$ cat src/rtl/warp_scheduler_pkg.sv
// Shared types and constants for the warp scheduler and its consumers
// (decoder, fetcher, LSU, register file).
package warp_scheduler_pkg;

    // Default number of warp contexts per core (power of two, at least 2).
    localparam int NUM_WARPS = 4;

    // Per-warp pipeline state broadcast to the rest of the core.
    typedef enum logic [2:0] {
        WARP_IDLE    = 3'd0,
        WARP_FETCH   = 3'd1,
        WARP_DECODE  = 3'd2,
        WARP_REQUEST = 3'd3,
        WARP_WAIT    = 3'd4,
        WARP_EXECUTE = 3'd5,
        WARP_UPDATE  = 3'd6,
        WARP_DONE    = 3'd7
    } warp_state_t;

endpackage

$ cat src/rtl/warp_scheduler_if.sv
// Bundle of launch, fetch, decode and LSU handshakes between the core
// and the warp scheduler. The scheduler sits on the slave modport.
interface warp_scheduler_if #(
    parameter int NUM_WARPS  = warp_scheduler_pkg::NUM_WARPS,
    parameter int WARP_IDX_W = $clog2(NUM_WARPS)
) ();

    logic                             start;
    logic [NUM_WARPS-1:0]             warp_active_mask;
    logic                             fetch_done;
    logic                             decoded_mem_read_enable;
    logic                             decoded_mem_write_enable;
    logic                             decoded_halt;
    logic                             decoded_sync;
    logic                             lsu_done;
    warp_scheduler_pkg::warp_state_t  warp_state;
    logic [WARP_IDX_W-1:0]            current_warp;
    logic                             fetch_req;
    logic                             lsu_req;
    logic                             pc_update;
    logic                             done;

    // Core side: launches kernels and answers fetch/decode/LSU handshakes.
    modport master (
        output start, warp_active_mask, fetch_done,
               decoded_mem_read_enable, decoded_mem_write_enable,
               decoded_halt, decoded_sync, lsu_done,
        input  warp_state, current_warp, fetch_req, lsu_req, pc_update, done
    );

    // Scheduler side.
    modport slave (
        input  start, warp_active_mask, fetch_done,
               decoded_mem_read_enable, decoded_mem_write_enable,
               decoded_halt, decoded_sync, lsu_done,
        output warp_state, current_warp, fetch_req, lsu_req, pc_update, done
    );

endinterface

$ cat src/rtl/warp_scheduler_rr_next_warp.sv
// Round-robin picker: first set bit of i_eligible strictly after
// i_current_warp, wrapping around (so i_current_warp itself comes last).
module rr_next_warp #(
    parameter int NUM_WARPS  = 4,
    parameter int WARP_IDX_W = $clog2(NUM_WARPS)
) (
    input  logic [NUM_WARPS-1:0]  i_eligible,
    input  logic [WARP_IDX_W-1:0] i_current_warp,
    output logic [WARP_IDX_W-1:0] o_next_warp,
    output logic                  o_valid
);

    logic [WARP_IDX_W-1:0] w_idx;

    // Scan offsets 1..NUM_WARPS; index arithmetic wraps by truncation.
    always_comb begin
        // NOTE: every combinational output gets a default before any branch,
        // otherwise a path that skips the assignment infers a latch.
        o_next_warp = i_current_warp;
        o_valid     = 1'b0;
        w_idx       = '0;
        for (int k = 1; k <= NUM_WARPS; k++) begin
            w_idx = i_current_warp + WARP_IDX_W'(k);
            if (!o_valid && i_eligible[w_idx]) begin
                o_next_warp = w_idx;
                o_valid     = 1'b1;
            end
        end
    end

endmodule

$ cat src/rtl/warp_scheduler.sv
// Per-core warp scheduler: walks one warp at a time through
// fetch/decode/request/wait/execute/update, rotates round-robin between
// live warps, retires warps on HALT and implements SYNC as a barrier over
// all live warps.
module warp_scheduler
    import warp_scheduler_pkg::*;
#(
    parameter int NUM_WARPS  = warp_scheduler_pkg::NUM_WARPS,
    parameter int WARP_IDX_W = $clog2(NUM_WARPS)
) (
    input  logic            clk,
    input  logic            reset,
    warp_scheduler_if.slave bus
);

    warp_state_t           r_state,        w_state_next;
    logic [WARP_IDX_W-1:0] r_current_warp, w_warp_next;
    logic [NUM_WARPS-1:0]  r_active,       w_active_next;
    logic [NUM_WARPS-1:0]  r_halted,       w_halted_next;
    logic [NUM_WARPS-1:0]  r_at_barrier,   w_barrier_next;
    // Warps still owed a pc_update pulse during a barrier release.
    logic [NUM_WARPS-1:0]  r_release,      w_release_next;
    logic                  r_done,         w_done_next;
    logic                  r_fetch_req;
    logic                  r_pc_update;

    logic                  w_idle_like;
    logic                  w_req_halt;
    logic                  w_req_sync;
    logic                  w_lsu_req;
    logic                  w_schedule;
    logic [NUM_WARPS-1:0]  w_cur_onehot;
    logic [NUM_WARPS-1:0]  w_halted_upd;
    logic [NUM_WARPS-1:0]  w_barrier_upd;
    logic [NUM_WARPS-1:0]  w_eligible;
    logic [NUM_WARPS-1:0]  w_first_src;
    logic [NUM_WARPS-1:0]  w_first_onehot;
    logic [WARP_IDX_W-1:0] w_rr_idx;
    logic [WARP_IDX_W-1:0] w_first_idx;
    logic                  w_rr_valid;
    logic                  w_first_valid;

    // Masks as they will be after this cycle's REQUEST decision, so the
    // scheduler never picks a warp that is halting or entering the barrier.
    assign w_idle_like    = (r_state == WARP_IDLE) || (r_state == WARP_DONE);
    assign w_cur_onehot   = NUM_WARPS'(1) << r_current_warp;
    assign w_req_halt     = (r_state == WARP_REQUEST) && bus.decoded_halt;
    assign w_req_sync     = (r_state == WARP_REQUEST) && !bus.decoded_halt && bus.decoded_sync;
    assign w_halted_upd   = r_halted     | (w_req_halt ? w_cur_onehot : '0);
    assign w_barrier_upd  = r_at_barrier | (w_req_sync ? w_cur_onehot : '0);
    assign w_eligible     = r_active & ~w_halted_upd & ~w_barrier_upd;

    // Lowest-set-bit source: launch mask, pending release set, or the
    // barrier set about to be released.
    assign w_first_src    = w_idle_like         ? bus.warp_active_mask :
                            (r_release != '0)   ? r_release            :
                                                  w_barrier_upd;
    assign w_first_onehot = NUM_WARPS'(1) << w_first_idx;

    rr_next_warp #(.NUM_WARPS(NUM_WARPS), .WARP_IDX_W(WARP_IDX_W)) u_rr_sched (
        .i_eligible     (w_eligible),
        .i_current_warp (r_current_warp),
        .o_next_warp    (w_rr_idx),
        .o_valid        (w_rr_valid)
    );

    // Starting the scan after the top index yields the lowest set bit.
    rr_next_warp #(.NUM_WARPS(NUM_WARPS), .WARP_IDX_W(WARP_IDX_W)) u_rr_first (
        .i_eligible     (w_first_src),
        .i_current_warp (WARP_IDX_W'(NUM_WARPS - 1)),
        .o_next_warp    (w_first_idx),
        .o_valid        (w_first_valid)
    );

    // Next-state, mask updates and the REQUEST-cycle lsu_req pulse.
    always_comb begin
        w_state_next   = r_state;
        w_warp_next    = r_current_warp;
        w_active_next  = r_active;
        w_halted_next  = w_halted_upd;
        w_barrier_next = w_barrier_upd;
        w_release_next = r_release;
        w_done_next    = r_done;
        w_lsu_req      = 1'b0;
        w_schedule     = 1'b0;

        unique case (r_state)
            WARP_IDLE, WARP_DONE: begin
                if (bus.start) begin
                    w_active_next  = bus.warp_active_mask;
                    w_halted_next  = '0;
                    w_barrier_next = '0;
                    w_release_next = '0;
                    if (w_first_valid) begin
                        w_warp_next  = w_first_idx;
                        w_state_next = WARP_FETCH;
                        w_done_next  = 1'b0;
                    end else begin
                        // Empty launch: nothing to run, completion is immediate.
                        w_state_next = WARP_DONE;
                        w_done_next  = 1'b1;
                    end
                end
            end
            WARP_FETCH: begin
                if (bus.fetch_done) w_state_next = WARP_DECODE;
            end
            WARP_DECODE: begin
                w_state_next = WARP_REQUEST;
            end
            WARP_REQUEST: begin
                if (bus.decoded_halt || bus.decoded_sync) begin
                    w_schedule = 1'b1;
                end else if (bus.decoded_mem_read_enable || bus.decoded_mem_write_enable) begin
                    w_lsu_req    = 1'b1;
                    w_state_next = WARP_WAIT;
                end else begin
                    w_state_next = WARP_EXECUTE;
                end
            end
            WARP_WAIT: begin
                if (bus.lsu_done) w_state_next = WARP_EXECUTE;
            end
            WARP_EXECUTE: begin
                w_state_next = WARP_UPDATE;
            end
            WARP_UPDATE: begin
                if (r_release != '0) begin
                    // One released warp per cycle, ascending index.
                    w_warp_next    = w_first_idx;
                    w_release_next = r_release & ~w_first_onehot;
                end else begin
                    w_schedule = 1'b1;
                end
            end
            default: w_state_next = WARP_IDLE;
        endcase

        if (w_schedule) begin
            if (w_rr_valid) begin
                w_warp_next  = w_rr_idx;
                w_state_next = WARP_FETCH;
            end else if (w_first_valid) begin
                // Every live warp is parked at the barrier: release them all.
                w_warp_next    = w_first_idx;
                w_release_next = w_barrier_upd & ~w_first_onehot;
                w_barrier_next = '0;
                w_state_next   = WARP_UPDATE;
            end else begin
                w_state_next = WARP_DONE;
                w_done_next  = 1'b1;
            end
        end
    end

    // State, masks and registered outputs.
    always_ff @(posedge clk or negedge reset) begin
        if (!reset) begin
            r_state        <= WARP_IDLE;
            r_current_warp <= '0;
            r_active       <= '0;
            r_halted       <= '0;
            r_at_barrier   <= '0;
            r_release      <= '0;
            r_done         <= 1'b0;
            r_fetch_req    <= 1'b0;
            r_pc_update    <= 1'b0;
        end else begin
            // NOTE: non-blocking assignments here so every register samples
            // values from before this edge, independent of statement order.
            r_state        <= w_state_next;
            r_current_warp <= w_warp_next;
            r_active       <= w_active_next;
            r_halted       <= w_halted_next;
            r_at_barrier   <= w_barrier_next;
            r_release      <= w_release_next;
            r_done         <= w_done_next;
            r_fetch_req    <= (w_state_next == WARP_FETCH);
            r_pc_update    <= (w_state_next == WARP_UPDATE);
        end
    end

    assign bus.warp_state   = r_state;
    assign bus.current_warp = r_current_warp;
    assign bus.fetch_req    = r_fetch_req;
    assign bus.lsu_req      = w_lsu_req;
    assign bus.pc_update    = r_pc_update;
    assign bus.done         = r_done;

endmodule

$ cat src/flat_wrapper.sv
// flat-port wrapper written by rule: the top's interface ports become plain ports
module warp_scheduler_flat import warp_scheduler_pkg::*;
#(
    parameter int NUM_WARPS  = warp_scheduler_pkg::NUM_WARPS,
    parameter int WARP_IDX_W = $clog2(NUM_WARPS)
)
  (clk, reset, bus_start, bus_warp_active_mask, bus_fetch_done, bus_decoded_mem_read_enable, bus_decoded_mem_write_enable, bus_decoded_halt, bus_decoded_sync, bus_lsu_done, bus_warp_state, bus_current_warp, bus_fetch_req, bus_lsu_req, bus_pc_update, bus_done);
  warp_scheduler_if #(.NUM_WARPS(NUM_WARPS), .WARP_IDX_W(WARP_IDX_W)) bus_i ();
  input  logic clk;
  input  logic reset;
  input wire logic [$bits(bus_i.start)-1:0] bus_start;
  input wire logic [$bits(bus_i.warp_active_mask)-1:0] bus_warp_active_mask;
  input wire logic [$bits(bus_i.fetch_done)-1:0] bus_fetch_done;
  input wire logic [$bits(bus_i.decoded_mem_read_enable)-1:0] bus_decoded_mem_read_enable;
  input wire logic [$bits(bus_i.decoded_mem_write_enable)-1:0] bus_decoded_mem_write_enable;
  input wire logic [$bits(bus_i.decoded_halt)-1:0] bus_decoded_halt;
  input wire logic [$bits(bus_i.decoded_sync)-1:0] bus_decoded_sync;
  input wire logic [$bits(bus_i.lsu_done)-1:0] bus_lsu_done;
  output wire logic [$bits(bus_i.warp_state)-1:0] bus_warp_state;
  output wire logic [$bits(bus_i.current_warp)-1:0] bus_current_warp;
  output wire logic [$bits(bus_i.fetch_req)-1:0] bus_fetch_req;
  output wire logic [$bits(bus_i.lsu_req)-1:0] bus_lsu_req;
  output wire logic [$bits(bus_i.pc_update)-1:0] bus_pc_update;
  output wire logic [$bits(bus_i.done)-1:0] bus_done;
  assign bus_i.start = bus_start;
  assign bus_i.warp_active_mask = bus_warp_active_mask;
  assign bus_i.fetch_done = bus_fetch_done;
  assign bus_i.decoded_mem_read_enable = bus_decoded_mem_read_enable;
  assign bus_i.decoded_mem_write_enable = bus_decoded_mem_write_enable;
  assign bus_i.decoded_halt = bus_decoded_halt;
  assign bus_i.decoded_sync = bus_decoded_sync;
  assign bus_i.lsu_done = bus_lsu_done;
  assign bus_warp_state = bus_i.warp_state;
  assign bus_current_warp = bus_i.current_warp;
  assign bus_fetch_req = bus_i.fetch_req;
  assign bus_lsu_req = bus_i.lsu_req;
  assign bus_pc_update = bus_i.pc_update;
  assign bus_done = bus_i.done;
  warp_scheduler #(.NUM_WARPS(NUM_WARPS), .WARP_IDX_W(WARP_IDX_W)) u_core (.clk(clk), .reset(reset), .bus(bus_i));
endmodule
$ cat config.mk
export PLATFORM = sky130hd
export DESIGN_NAME = warp_scheduler_flat
export DESIGN_NICKNAME = d
export VERILOG_FILES = /design/src/rtl/warp_scheduler_pkg.sv /design/src/rtl/warp_scheduler_if.sv /design/src/rtl/warp_scheduler_rr_next_warp.sv /design/src/rtl/warp_scheduler.sv /design/src/flat_wrapper.sv
export SDC_FILE = /design/constraint.sdc
export NUM_CORES = 1
export LEC_CHECK = 0
export CORE_MARGIN = 3
export CORE_UTILIZATION = 50
export CTS_BUF_LIST = sky130_fd_sc_hd__clkbuf_8
export CTS_CLUSTER_SIZE = 10
export DETAILED_ROUTE_END_ITERATION = 7
export PLACE_DENSITY_LB_ADDON = 0.15
export SYNTH_ARGS = -nofsm -noshare
export SYNTH_HDL_FRONTEND = slang
export SYNTH_SLANG_ARGS = --single-unit
$ cat constraint.sdc
create_clock -name clk -period 6.6 [get_ports clk]
set_clock_uncertainty 0.05 [all_clocks]
set_input_delay 1.65 -clock clk [delete_from_list [all_inputs] [get_ports clk]]
set_output_delay 1.65 -clock clk [all_outputs]
set_load 0.03 [all_outputs]
## Word level (Yosys, flattened, before mapping)

Index checks and enable logic that the tools add are counted.

| word-level totals | value |
|---|---|
| flip-flop bits (word level) | 24 |
| bits in latches | 0 |
| bits in writable memories | 0 |
| bits in read-only memories | 0 |
| input bits | 13 |
| output and inout bits | 9 |
| logic and storage cells | 132 |
| memories kept | 0 |

| cells by class | value |
|---|---|
| add/subtract/negate cells | 3 |
| multipliers | 0 |
| divide/modulo/power cells | 0 |
| $lt $le $gt $ge | 4 |
| equality and inequality tests | 11 |
| shifts and indexed selects | 2 |
| muxes and demuxes | 70 |
| bitwise gates (word level) | 9 |
| reductions and logical operators | 24 |

Operators by type and width:

| cell | number |
|---|---|
| $mux 4 | 16 |
| $mux 2 | 14 |
| $mux 1 | 25 |
| $mux 3 | 7 |
| $pmux 3 s6 | 1 |
| $and 4x4->4 | 4 |
| $eq 3x3->1 const B | 5 |
| $lt 2x3->1 const B | 4 |
| $not 4->4 | 3 |
| $logic_and 1x1->1 | 9 |
| $bmux 1 s2 | 4 |
| $or 4x4->4 | 2 |
| $pmux 4 s2 | 1 |
| $shl 1x2->4 const A | 2 |
| $logic_not 1->1 | 7 |
| $eq 3x1->1 const B | 2 |
| $eq 3x2->1 const B | 2 |
| $ne 5x5->1 const B | 1 |
| $add 2x2->2 const B | 2 |
| $pmux 2 s2 | 1 |
| $reduce_and 2->1 | 2 |
| $reduce_bool 4->1 | 1 |
| $logic_not 3->1 | 1 |
| $logic_or 1x1->1 | 3 |
| other kinds (4) | 4 |

## Longest topological paths before layout

| logic depth | value |
|---|---|
| depth after elaboration | 25 |
| depth in mapped cells | 11 |
| gate-level depth less buffers | 10 |

## Hierarchy

From an unflattened synthesis, not the netlist that was laid out.

| second synthesis, totals | value |
|---|---|
| cells, all modules | 186 |
| area total of the unflattened synthesis | 1594.0 um2 |

By module, submodules not included:

| module | instances | cells an instance | area an instance (um2) | sequential area each (um2) |
|---|---|---|---|---|
| warp_scheduler | 1 | 158 | 1428.9 | 600.6 |
| rr_next_warp | 2 | 14 | 82.6 | 0.0 |

## Least setup slack after synthesis

Ideal clock, no wire load.

| path | value |
|---|---|
| kind | input-to-output |
| start | in bus_decoded_halt |
| end | out bus_lsu_req |
| data arrival time | 2.505 ns |
| data required time | 4.900 ns |
| slack | 2.395 ns |
| cell stages on the path | 4 |
| path buffers | 1 |
| cells stage by stage | buf_2 -> nor2_1 -> o21ai_0 -> nor2_1 |

| between the ends | value |
|---|---|
| word-level cells in the longest chain between the ends | 3 |

Ends and longest elaborated chain:

| what | line | text |
|---|---|---|
| start: declaration | flat_wrapper.sv:16 | `input wire logic [$bits(bus_i.decoded_halt)-1:0] bus_decoded_halt;` |
| $logic_or 1x1->1 | warp_scheduler.sv:112 | `if (bus.decoded_halt \|\| bus.decoded_sync) begin` |
| $mux 1 | warp_scheduler.sv:112 |  |
| $mux 1 | warp_scheduler.sv:87 | `unique case (r_state)` |
| end: declaration | flat_wrapper.sv:22 | `output wire logic [$bits(bus_i.lsu_req)-1:0] bus_lsu_req;` |

No other way between the ends.

## Worst setup path in the final report

Ends and elaborated chain as after synthesis.

==> impl_results.md <==
* Outcome: completed
* Max Freq at roughly 190 MHz
* 1st-pass router iterations at 4
* Period minus WS final at just over 5000 ps
* TritonCTS clock tree: yes
* Sequential share of the synthesized area at around 30%
* Avg WL per Cell at 16.6 um
* Avg Cell Area, Syn at around 8.3 um2
* Worst Hold Depth at 2
* Setup crit start: bus_decoded_halt
* Required @ worst endpoint at 4900 ps
* Layout cells sized above 1 at 9.56%
* Fin Setup TNS at 0 ps
* Via-to-Cell Ratio at 6.35
* Reg2reg setup slack at approximately 3400 ps
* Gr ovfl total at 0
* RSZ-0062 raised after global routing: no
* Clock Sinks at 24
* N_diodes at 0
* Vias at 1,898
* Critical Path Sink Type: primary output
* FP Rows at 22
* Tightest Pin Transition at ~1100 ps
* CTS buffer count at 3
* Core Box Area at between 3000 and 4000 um2
* FILL cells at between 300 and 400
* Initial antenna violation count at 0
* Max_slew headroom at 25.9%
* R2R depth at 9
* Gate Count Post-Synth at 238
* Largest net degree at the start of global routing at 25
* Synth Register Bits at 24
* HP Start: u_core.r_active[1]
* Met1 WL at 2360 um
* Post-synthesis cell type count at 61
* Hpwl dp at 3650 um
* Post-synth EDFFs at 0
* DR WL met3 at 291 um
* Clock-pin transition on the worst setup and hold timing paths at about 90 ps
* Initial Utilization at 53.0%
* Area of the mapped netlist at 1990 um2
* Die height at 69.0 um
* Post-cts sizing count at 0
* Top sig layer: met4
* Final RePlAce weighted congestion at between 0.8 and 0.9
* Synthesis Warnings at 0
* Hold Crit Class: flip-flop to flip-flop
* Postcts setup bufs at 0
* Final ANT Viol Nets at 0
* Worst skew pair latency at 270 ps
* Iteration-0 DRC count of the detailed router at approximately 140
* Maxcap violations at 0
* First-pass GRT wire length at 8090 um
* Vias in the first global route at 1,616
* CTS H-Tree Depth at 1
* FF-to-FF Start: u_core.bus.current_warp[0]
* Final worst-path cycle share at roughly four fifths
* Die X at about 69 um
* Final setup viols at 0
* Critical path startpoint category: primary input
* Final wirelength at between 4000 and 5000 um
* Worst Path Arrival at ~3500 ps
* IO Count at 22
* WL met2 at ~2300 um
* Final hold vios at 0
* Mapped Nets at 255
* FFs w/ async S/R, synth at 100%
* Primary FF master, synth: dfrtp_1
* Critical path type: primary input to primary output
* Die area at approximately 4800 um2
* # DRC at 0
* Most common cell after layout, fill and taps aside: nor2_1
* CP Max Fanout at 9
* # port buffers at 21
* Most frequent cells in the layout: nor2_1 (34), nand2_1 (24), dfrtp_1 (24)
* Pins Over Slew Limit at 0
* Total global-route track usage at about a fifth
* Layout net count at 269
* Area growth syn-to-layout at 13.4%
* Cts hold-fix bufs at 0
* Root buffer cell: clkbuf_8
* CTS max path bufs at 2
-- flip-flops by register name, indices dropped and copies added (netlist names) --
signal / cells
u_core.r_active: 4
u_core.r_at_barrier: 4
u_core.r_halted: 4
u_core.r_release: 4
u_core.bus.warp_state: 3
u_core.bus.current_warp: 2
u_core.bus.done: 1
u_core.bus.fetch_req: 1
u_core.bus.pc_update: 1
-- logic make-up (layout without fill, tap and decap cells) --
logic type / after synthesis / in the layout / synth area share [%]
adder cells (fa/ha/maj): 4 / 4 / 2.52
buffers and inverters: 17 / 30 / 4.79
flip-flops: 24 / 24 / 30.2
multiplexers: 3 / 3 / 2.77
AO/OA/AOI/OAI: 89 / 89 / 32.6
AND/OR/NAND/NOR: 101 / 101 / 27.1
-- worst max-delay path: stages --
cell	delay (ps)
clkdlybuf4s50_1	530
nor2_1	330
o21ai_0	180
nor2_1	110
clkdlybuf4s50_1	670
-- per-stage QoR --
step	area, um2	utilization (%)	hold WS, ps	std cells	setup WS, ps
3_5_place_dp	2180	58.2	426	295	1430
4_1_cts	2250	60.1	448	299	1430
5_1_grt	2250	60.1	471	299	1350
2_1_floorplan	1990	-	386	238	2390
6_report	2250	60.1	446	299	1430
3_3_place_gp	2180	58.2	419	295	1450
-- area by class of cell --
cell class	count	area (um2)	area share (%)
multi-input cells	197	1290	57.3
clock buffers	3	41.3	1.83
well taps	48	60.1	2.67
flip-flops and latches	24	601	26.7
clock inverters	1	30.0	1.33
repair buffers	21	210	9.34
inverters	5	18.8	0.834
-- path summary, 6_finish.rpt --
path | endpoint
max in group asynchronous | u_core.r_release[3]
max | bus_lsu_req
min | u_core.r_active[1]
min in group asynchronous | u_core.bus.warp_state[0]
min reg2reg | u_core.r_active[1]
max reg2reg | u_core.bus.current_warp[1]
-- synth_stat cells, types with 3 or more instances --
cell | number | share of area, %
o31ai_1 | 6 | 2.3
a31oi_2 | 3 | 1.9
o21ai_0 | 11 | 2.8
a21oi_1 | 19 | 4.8
ha_1 | 4 | 2.5
nand2_1 | 24 | 4.5
nor3_1 | 7 | 1.8
nand3_1 | 4 | 1.0
or3b_1 | 3 | 1.3
o21a_1 | 5 | 1.9
a31oi_1 | 11 | 3.5
nor4_1 | 3 | 0.95
o211ai_1 | 3 | 1.1
buf_2 | 4 | 1.0
nor2_1 | 34 | 6.4
nand2b_1 | 3 | 0.95
buf_6 | 3 | 1.7
o32ai_1 | 3 | 1.3
dfrtp_1 | 24 | 30
and3b_1 | 4 | 1.8
o21ai_1 | 3 | 0.76
inv_1 | 5 | 0.95
clkbuf_1 | 4 | 0.76
-- routing by layer --
metal	track usage [%]	vias up
met5	0	-
met4	4.12	0
met3	3.50	4
met2	31.0	69
met1	30.0	892
li1	-	933
Power is left out: the tool's default activity adds up to more than one toggle a clock period on the data nets, which glitch-free logic cannot reach.
